### src/rtl/euclidean_distance_vec.sv
// Squared Euclidean distance over VEC_LEN streamed element pairs: sum((a_i-b_i)^2).
// Latency: last element accepted at edge t gives ovalid after edge t+3 (|a-b|, square, accumulate, load).
// Backpressure: iready drops from the last accept until iack takes the held result; ivalid is ignored meanwhile.
module euclidean_distance_vec #(
  parameter int DATA_W  = 32,
  parameter int VEC_LEN = 16,
  parameter int SIGNED  = 0,
  localparam int CNT_W  = $clog2(VEC_LEN + 1),
  localparam int ACC_W  = 2 * DATA_W + 1 + $clog2(VEC_LEN)
) (
  input  logic              iclk,
  input  logic              irstn,
  input  logic [DATA_W-1:0] idata_0,
  input  logic [DATA_W-1:0] idata_1,
  input  logic              ivalid,
  output logic              iready,
  input  logic              iclear,
  input  logic              iack,
  output logic              ovalid,
  output logic [ACC_W-1:0]  odata,
  output logic              obusy
);

  localparam int SQ_W = 2 * DATA_W + 2;
  localparam logic [CNT_W-1:0] LAST_CNT = CNT_W'(VEC_LEN - 1);

  typedef enum logic [1:0] {
    S_IDLE,
    S_ACCUM,
    S_DRAIN,
    S_HOLD
  } state_t;

  state_t             state;
  logic [CNT_W-1:0]   cnt;
  logic [ACC_W-1:0]   acc;

  logic               s1_vld;
  logic [DATA_W:0]    s1_d;
  logic               s2_vld;
  logic [SQ_W-1:0]    s2_sq;

  logic               accept;
  logic               clr_pipe;
  logic               hold_done;
  logic               sign_a;
  logic               sign_b;
  logic [DATA_W:0]    ext_a;
  logic [DATA_W:0]    ext_b;
  logic [DATA_W:0]    diff;
  logic [DATA_W:0]    abs_d;
  logic [SQ_W-1:0]    d_ext;

  // An abort in the same cycle as an accept throws the element away.
  assign accept    = ivalid && iready && !iclear;
  // The finished result in HOLD is never destroyed by an abort.
  assign clr_pipe  = iclear && (state != S_HOLD);
  assign hold_done = (state == S_HOLD) && iack;
  assign obusy     = (state != S_IDLE);

  // The difference of two DATA_W operands always fits DATA_W+1 signed bits, so its magnitude does too.
  assign sign_a = (SIGNED != 0) && idata_0[DATA_W-1];
  assign sign_b = (SIGNED != 0) && idata_1[DATA_W-1];
  assign ext_a  = {sign_a, idata_0};
  assign ext_b  = {sign_b, idata_1};
  assign diff   = ext_a - ext_b;
  assign abs_d  = diff[DATA_W] ? -diff : diff;
  assign d_ext  = {{(SQ_W - DATA_W - 1){1'b0}}, s1_d};

  // Element pipeline: stage 1 holds |a-b|, stage 2 holds its square.
  always_ff @(posedge iclk or negedge irstn) begin
    if (!irstn) begin
      s1_vld <= 1'b0;
      s1_d   <= '0;
      s2_vld <= 1'b0;
      s2_sq  <= '0;
    end else begin
      if (clr_pipe) begin
        s1_vld <= 1'b0;
        s2_vld <= 1'b0;
      end else begin
        s1_vld <= accept;
        s2_vld <= s1_vld;
      end
      if (accept) s1_d  <= abs_d;
      if (s1_vld) s2_sq <= d_ext * d_ext;
    end
  end

  // Accumulator: sums squares, cleared by an abort or when the result is handed off.
  always_ff @(posedge iclk or negedge irstn) begin
    if (!irstn) begin
      acc <= '0;
    end else if (clr_pipe || hold_done) begin
      acc <= '0;
    end else if (s2_vld) begin
      acc <= acc + {{(ACC_W - SQ_W){1'b0}}, s2_sq};
    end
  end

  // Control FSM with registered iready/ovalid/odata; iready follows the next state.
  always_ff @(posedge iclk or negedge irstn) begin
    if (!irstn) begin
      state  <= S_IDLE;
      cnt    <= '0;
      iready <= 1'b0;
      ovalid <= 1'b0;
      odata  <= '0;
    end else begin
      case (state)
        S_IDLE: begin
          iready <= 1'b1;
          if (iclear) begin
            cnt <= '0;
          end else if (accept) begin
            cnt   <= CNT_W'(1);
            state <= S_ACCUM;
          end
        end
        S_ACCUM: begin
          if (iclear) begin
            state  <= S_IDLE;
            cnt    <= '0;
            iready <= 1'b1;
          end else if (accept) begin
            cnt <= cnt + CNT_W'(1);
            if (cnt == LAST_CNT) begin
              state  <= S_DRAIN;
              iready <= 1'b0;
            end
          end
        end
        S_DRAIN: begin
          if (iclear) begin
            state  <= S_IDLE;
            cnt    <= '0;
            iready <= 1'b1;
          end else if (!s1_vld && !s2_vld) begin
            odata  <= acc;
            ovalid <= 1'b1;
            state  <= S_HOLD;
          end
        end
        S_HOLD: begin
          if (iack) begin
            state  <= S_IDLE;
            cnt    <= '0;
            ovalid <= 1'b0;
            iready <= 1'b1;
          end
        end
        default: begin
          state  <= S_IDLE;
          cnt    <= '0;
          iready <= 1'b1;
          ovalid <= 1'b0;
        end
      endcase
    end
  end

endmodule

### config.mk
export PLATFORM = sky130hd
export DESIGN_NAME = euclidean_distance_vec
export DESIGN_NICKNAME = d
export VERILOG_FILES = /design/src/rtl/euclidean_distance_vec.sv
export SDC_FILE = /design/constraint.sdc
export NUM_CORES = 2
export LEC_CHECK = 0
export BUFFER_PORTS_ARGS = -buffer_cell sky130_fd_sc_hd__buf_2
export CAP_MARGIN = 10
export CORE_ASPECT_RATIO = 1.25
export CORE_MARGIN = 1.5
export CORE_UTILIZATION = 50
export DETAILED_ROUTE_END_ITERATION = 16
export GPL_ROUTABILITY_DRIVEN = 0
export PLACE_DENSITY = 0.66
export SLEW_MARGIN = 20
export SYNTH_ARGS = -nofsm -noshare
export SYNTH_HDL_FRONTEND = slang
export SYNTH_SLANG_ARGS = --single-unit
### constraint.sdc
create_clock -name iclk -period 12.6 [get_ports iclk]
set_input_delay 1.26 -clock iclk [delete_from_list [all_inputs] [get_ports iclk]]
set_output_delay 1.26 -clock iclk [all_outputs]
set_load 0.05 [all_outputs]
---- After elaboration in Yosys (flattened, before gate mapping) ----
Index checks and enable logic that the tools add are counted.
storage, ports and cells
  bits in registers ....................... 248
  output and inout bits ................... 72
operators by class
  eq/ne operators ......................... 15
  add/sub/neg operators ................... 4
  multiplexer cells ....................... 31
  bitwise logic cells ..................... 1
  reductions and logical operators ........ 18
  multiply operators ...................... 1
operators with widths
  operator                                                                count
  69-bit two-way mux                                                      2
  69-bit by 66-bit adder with 69-bit output                               1
  33-bit by 33-bit multiplier with 66-bit output                          1
  33-bit two-way mux                                                      1
  33-bit negator                                                          1
  32-bit by 32-bit subtractor with 33-bit output                          1
  5-bit two-way mux                                                       6
  5-bit case mux with 4 select lines                                      1
  2-bit two-way mux                                                       8
  2-bit inequality test (second input constant)                           7
  3-bit inequality test (second input constant)                           4
  4-bit AND reduction                                                     3
  1-bit two-way mux                                                       10
  2-bit case mux with 4 select lines                                      1
  6-bit AND reduction                                                     1
  2-bit nonzero test                                                      3
  5-bit by 1-bit adder with 5-bit output (second input constant)          1
  5-bit by 4-bit equality test with 1-bit output (second input constant)  1
  1-bit logical AND                                                       5
  2-bit equality test (second input constant)                             2
  1-bit case mux with 4 select lines                                      1
  1-bit logical NOT                                                       3
  3-bit AND reduction                                                     1
  2-bit by 1-bit equality test with 1-bit output (second input constant)  1
  4 further kinds                                                         4

---- Logic depth before layout (Yosys ltp) ----
  word-level depth ........................ 5
  mapped depth ............................ 32
  depth with buffers taken out ............ 30

---- Worst setup path after synthesis ----
Ideal clock, no wire load.
  path kind ............................... reg2reg
  from .................................... register s1_d[2]
  to ...................................... register s2_sq[59]
  library setup time ...................... 0.125 ns
  period minus slack after synthesis ...... 8.196 ns
  cell stages (with the launch flop) ...... 30
  slack ................................... 4.404 ns
  buffers on the path ..................... 3
  arrival time ............................ 8.071 ns
  cell sequence ........................... dfrtp_1 -> clkbuf_1 -> clkbuf_1 -> nand2_1 -> fa_1 -> fa_1 -> inv_1 -> fa_1 -> inv_1 -> fa_1 -> inv_1 -> fa_1 -> inv_1 -> fa_1 -> inv_1 -> fa_1 -> fa_1 -> ha_1 -> clkbuf_2 -> nand3_1 -> or3_1 -> a2111o_1 -> o211ai_1 -> a21oi_1 -> nor4b_2 -> a21oi_1 -> o31ai_1 -> a41oi_1 -> xnor2_1 -> mux2_2
between the ends
  word-level cells in the longest chain between the ends .. 1
RTL lines
  element                                         line  text
  from (decl)                                     39    logic [DATA_W:0] s1_d;
  from (signal assigned)                          85    if (accept) s1_d <= abs_d;
  33-bit by 33-bit multiplier with 66-bit output  86    if (s1_vld) s2_sq <= d_ext * d_ext;
  to (signal assigned)                            86
  to (decl)                                       41    logic [SQ_W-1:0] s2_sq;
No other way between the ends.
A chain may end at the register's enable or synchronous reset.

---- Final worst setup path ----
  from .................................... register s1_d[7]
  to ...................................... register s2_sq[60]
The elaborated chain is that of the path after synthesis.

==> metrics.yaml <==
clocking:
  cts.clk_slew.worst_paths_ns: 0.06
  cts_buffer_depth: 3
  hold_buffers: 0
  post_cts_buffers: 0
  cts-root-buf: "clkbuf_16"
  clock-sinks: 247
  h-tree-depth: 1
  cts_tree: "built"
  cts_resized: 0
  clock_latency_ns: 0.62
  cts_inserted_buffers: 28
synthesis:
  postSynthNetCount: 6354
  ys_ff_latch: 247
  ys_async_sr_fraction: 1.00
  synth_edf_count: 0
  synthDistinctLibCells: 93
  syn_area_per_cell_sq_um: 9.25
  synth_seq_area_share: 0.132
  synth_warnings: 0
  synthFlopType: "dfrtp_1"
  netlist_instances: 5046
  syn-cell-area_sq_um: 46700
cells_and_area:
  final_common_cell: "inv_1"
  nets: 6370
  drive_gt1_frac: 0.0795
  syn2layout_area_growth_pct: 5.99
  layout_common_cells: "1227 x inv_1, 862 x fa_1, 460 x nand2_1, 377 x ha_1, 242 x dfrtp_1"
  fillCellCount: 8589
sta:
  worst_slack_ns: 2.98
  clock.fmax_mhz: 104
  drv_slew: 0
  slew_headroom: 0.335
  finClkSkew_ns: 0.0307
  fin_crit_ns: 9.62
  rsz0062_at_grt: "no"
  setup-violations-final: 0
  hold_violations: 0
  tightest_slew_ns: 0.998
  period_share: 0.763
  tns_ns: 0
placed_design:
  hpwl_mm: 95.0
  place_ws_ns: 3.07
  port_buffers: 140
floorplan:
  initial_core_util: 0.503
  rows: 125
  die_y_um: 345
  die_x_um: 276
  core_sq_um: 92700
  ios: 141
  dieArea_sq_um: 95200
critical_path:
  cpPeakStageDelay_ns: 0.77
  slowest_stage: "o311ai_1"
  crit_fanout: 27
  start_kind: "flip-flop"
  required_ns: 13.09
  critPathCaptureType: "flip-flop"
  path_class: "reg -> reg"
  crit_buf_inv: 6
  cp_top_family: "adder cells"
  cp.arrival_ns: 10.10
  critPathMostFrequentCell: "fa_1"
route:
  drt-pass1-iter-count: 5
  ant_nets: 0
  vias: 34000
  drt_wl_total_mm: 118
  drt_iter0_markers: 1699
  vias_per_cell: 5.40
  wl_per_cell_um: 18.7
  drc: 0
grt:
  grt_pass1_vias: 36100
  overflow: 0
  grt_max_degree: 98
  grt_pass1_wl_mm: 190
  antenna_found_initial: 0
  track_usage: 0.252
flow_run:
  max-cap-violations: 0
worst_hold_path:
  hp-class: "reg -> reg"
outcome:
  status: "finished, final reports clean"
[cell families after synthesis]
family                   synth area share
flip-flops                          0.132
AO/OA/AOI/OAI                      0.0935
AND/OR/NAND/NOR                     0.115
adder cells (fa/ha/maj)             0.471
multiplexers                       0.0388
buffers and inverters               0.115
XOR/XNOR                           0.0347
[Yosys cell counts (6+ instances only)]
| library cell | instances | share of area |
|---|---|---|
| o21ai_0 | 142 | 0.015 |
| nor3_1 | 18 | 0.0019 |
| o21a_1 | 20 | 0.0032 |
| o21ai_1 | 12 | 0.0013 |
| ha_1 | 377 | 0.10 |
| o211ai_1 | 17 | 0.0027 |
| and3_1 | 24 | 0.0032 |
| nand3b_1 | 9 | 0.0014 |
| a41oi_1 | 11 | 0.0021 |
| nor2_1 | 187 | 0.015 |
| inv_1 | 1227 | 0.099 |
| buf_1 | 12 | 0.00096 |
| nor4_1 | 12 | 0.0016 |
| a31oi_1 | 33 | 0.0044 |
| nand3_1 | 32 | 0.0034 |
| mux2_2 | 119 | 0.029 |
| fa_1 | 862 | 0.37 |
| nand2_1 | 461 | 0.037 |
| nor2b_1 | 24 | 0.0032 |
| nand4_1 | 46 | 0.0062 |
| a2111oi_0 | 6 | 0.0011 |
| or2_2 | 12 | 0.0016 |
| and2_1 | 213 | 0.029 |
| xnor2_1 | 109 | 0.020 |
| and4_1 | 10 | 0.0019 |
| o221ai_1 | 7 | 0.0013 |
| mux2i_1 | 47 | 0.010 |
| or3_1 | 15 | 0.0020 |
| dfrtp_1 | 247 | 0.13 |
| a21o_1 | 105 | 0.017 |
| a21oi_1 | 187 | 0.020 |
| nand2b_1 | 12 | 0.0016 |
| clkbuf_1 | 180 | 0.014 |
| a211oi_1 | 20 | 0.0032 |
| xor2_1 | 74 | 0.014 |
| o31ai_1 | 12 | 0.0019 |
| o21bai_1 | 21 | 0.0034 |
[tightest hold or removal path: cells and delay by family (launching register included)]
family | cells | cell delay, ns
compound gates | 1 | 0.06
simple gates | 1 | 0.04
flops | 1 | 0.34
[final timing paths]
| kind | start | to | slack (ns) | cells past startpoint |
|---|---|---|---|---|
| worst min register to register | s1_d[20] | s1_d[20] | 0.48 | 2 |
| worst max-delay path | s1_d[7] | s2_sq[60] | 2.98 | 27 |
| max in group asynchronous | irstn | s1_vld | 10.40 | 2 |
| min in group asynchronous | irstn | odata[54] | 0.70 | 1 |
| worst max register to register | s1_d[7] | s2_sq[60] | 2.98 | 27 |
| worst min-delay path | s1_d[20] | s1_d[20] | 0.48 | 2 |
[layer usage]
metal  track usage  up-vias  wire, um
met5             0        -         0
met4         0.123        0      6530
met3        0.0188      304      4230
met2         0.474      809     63100
met1         0.290    17200     43800
li1              -    15600         -
[state kept, by name, summed over array words and instances, names as in the netlist]
name    cells
acc        69
iready      1
s1_d       33
s2_sq      65
s1_vld      1
cnt         5
s2_vld      1
ovalid      1
odata      69
state       2
[through the flow]
| step | util | hold slack, ns | instance area [sq um] | instances |
|---|---|---|---|---|
| floorplan | - | 0.456 | 46700 | 5046 |
| global placement | 0.523 | 0.461 | 48500 | 6238 |
| detailed placement | 0.523 | 0.472 | 48500 | 6238 |
| CTS | 0.534 | 0.487 | 49500 | 6289 |
| global route | 0.534 | 0.507 | 49500 | 6289 |
| finish | 0.534 | 0.485 | 49500 | 6290 |
[final cells by class]
type | instances | area [sq um] | share of cell area
clock inverter | 17 | 193 | 0.00389
timing repair buffer | 183 | 1040 | 0.0210
tap | 1206 | 1510 | 0.0305
antenna | 1 | 2.50 | 0.0000506
inverter | 1232 | 4620 | 0.0934
sequential | 247 | 6190 | 0.125
multi-input combinational | 3370 | 35200 | 0.710
clock buffer | 34 | 783 | 0.0158
Power is left out: the tool's default activity adds up to more than one toggle a clock period on the data nets, which glitch-free logic cannot reach.
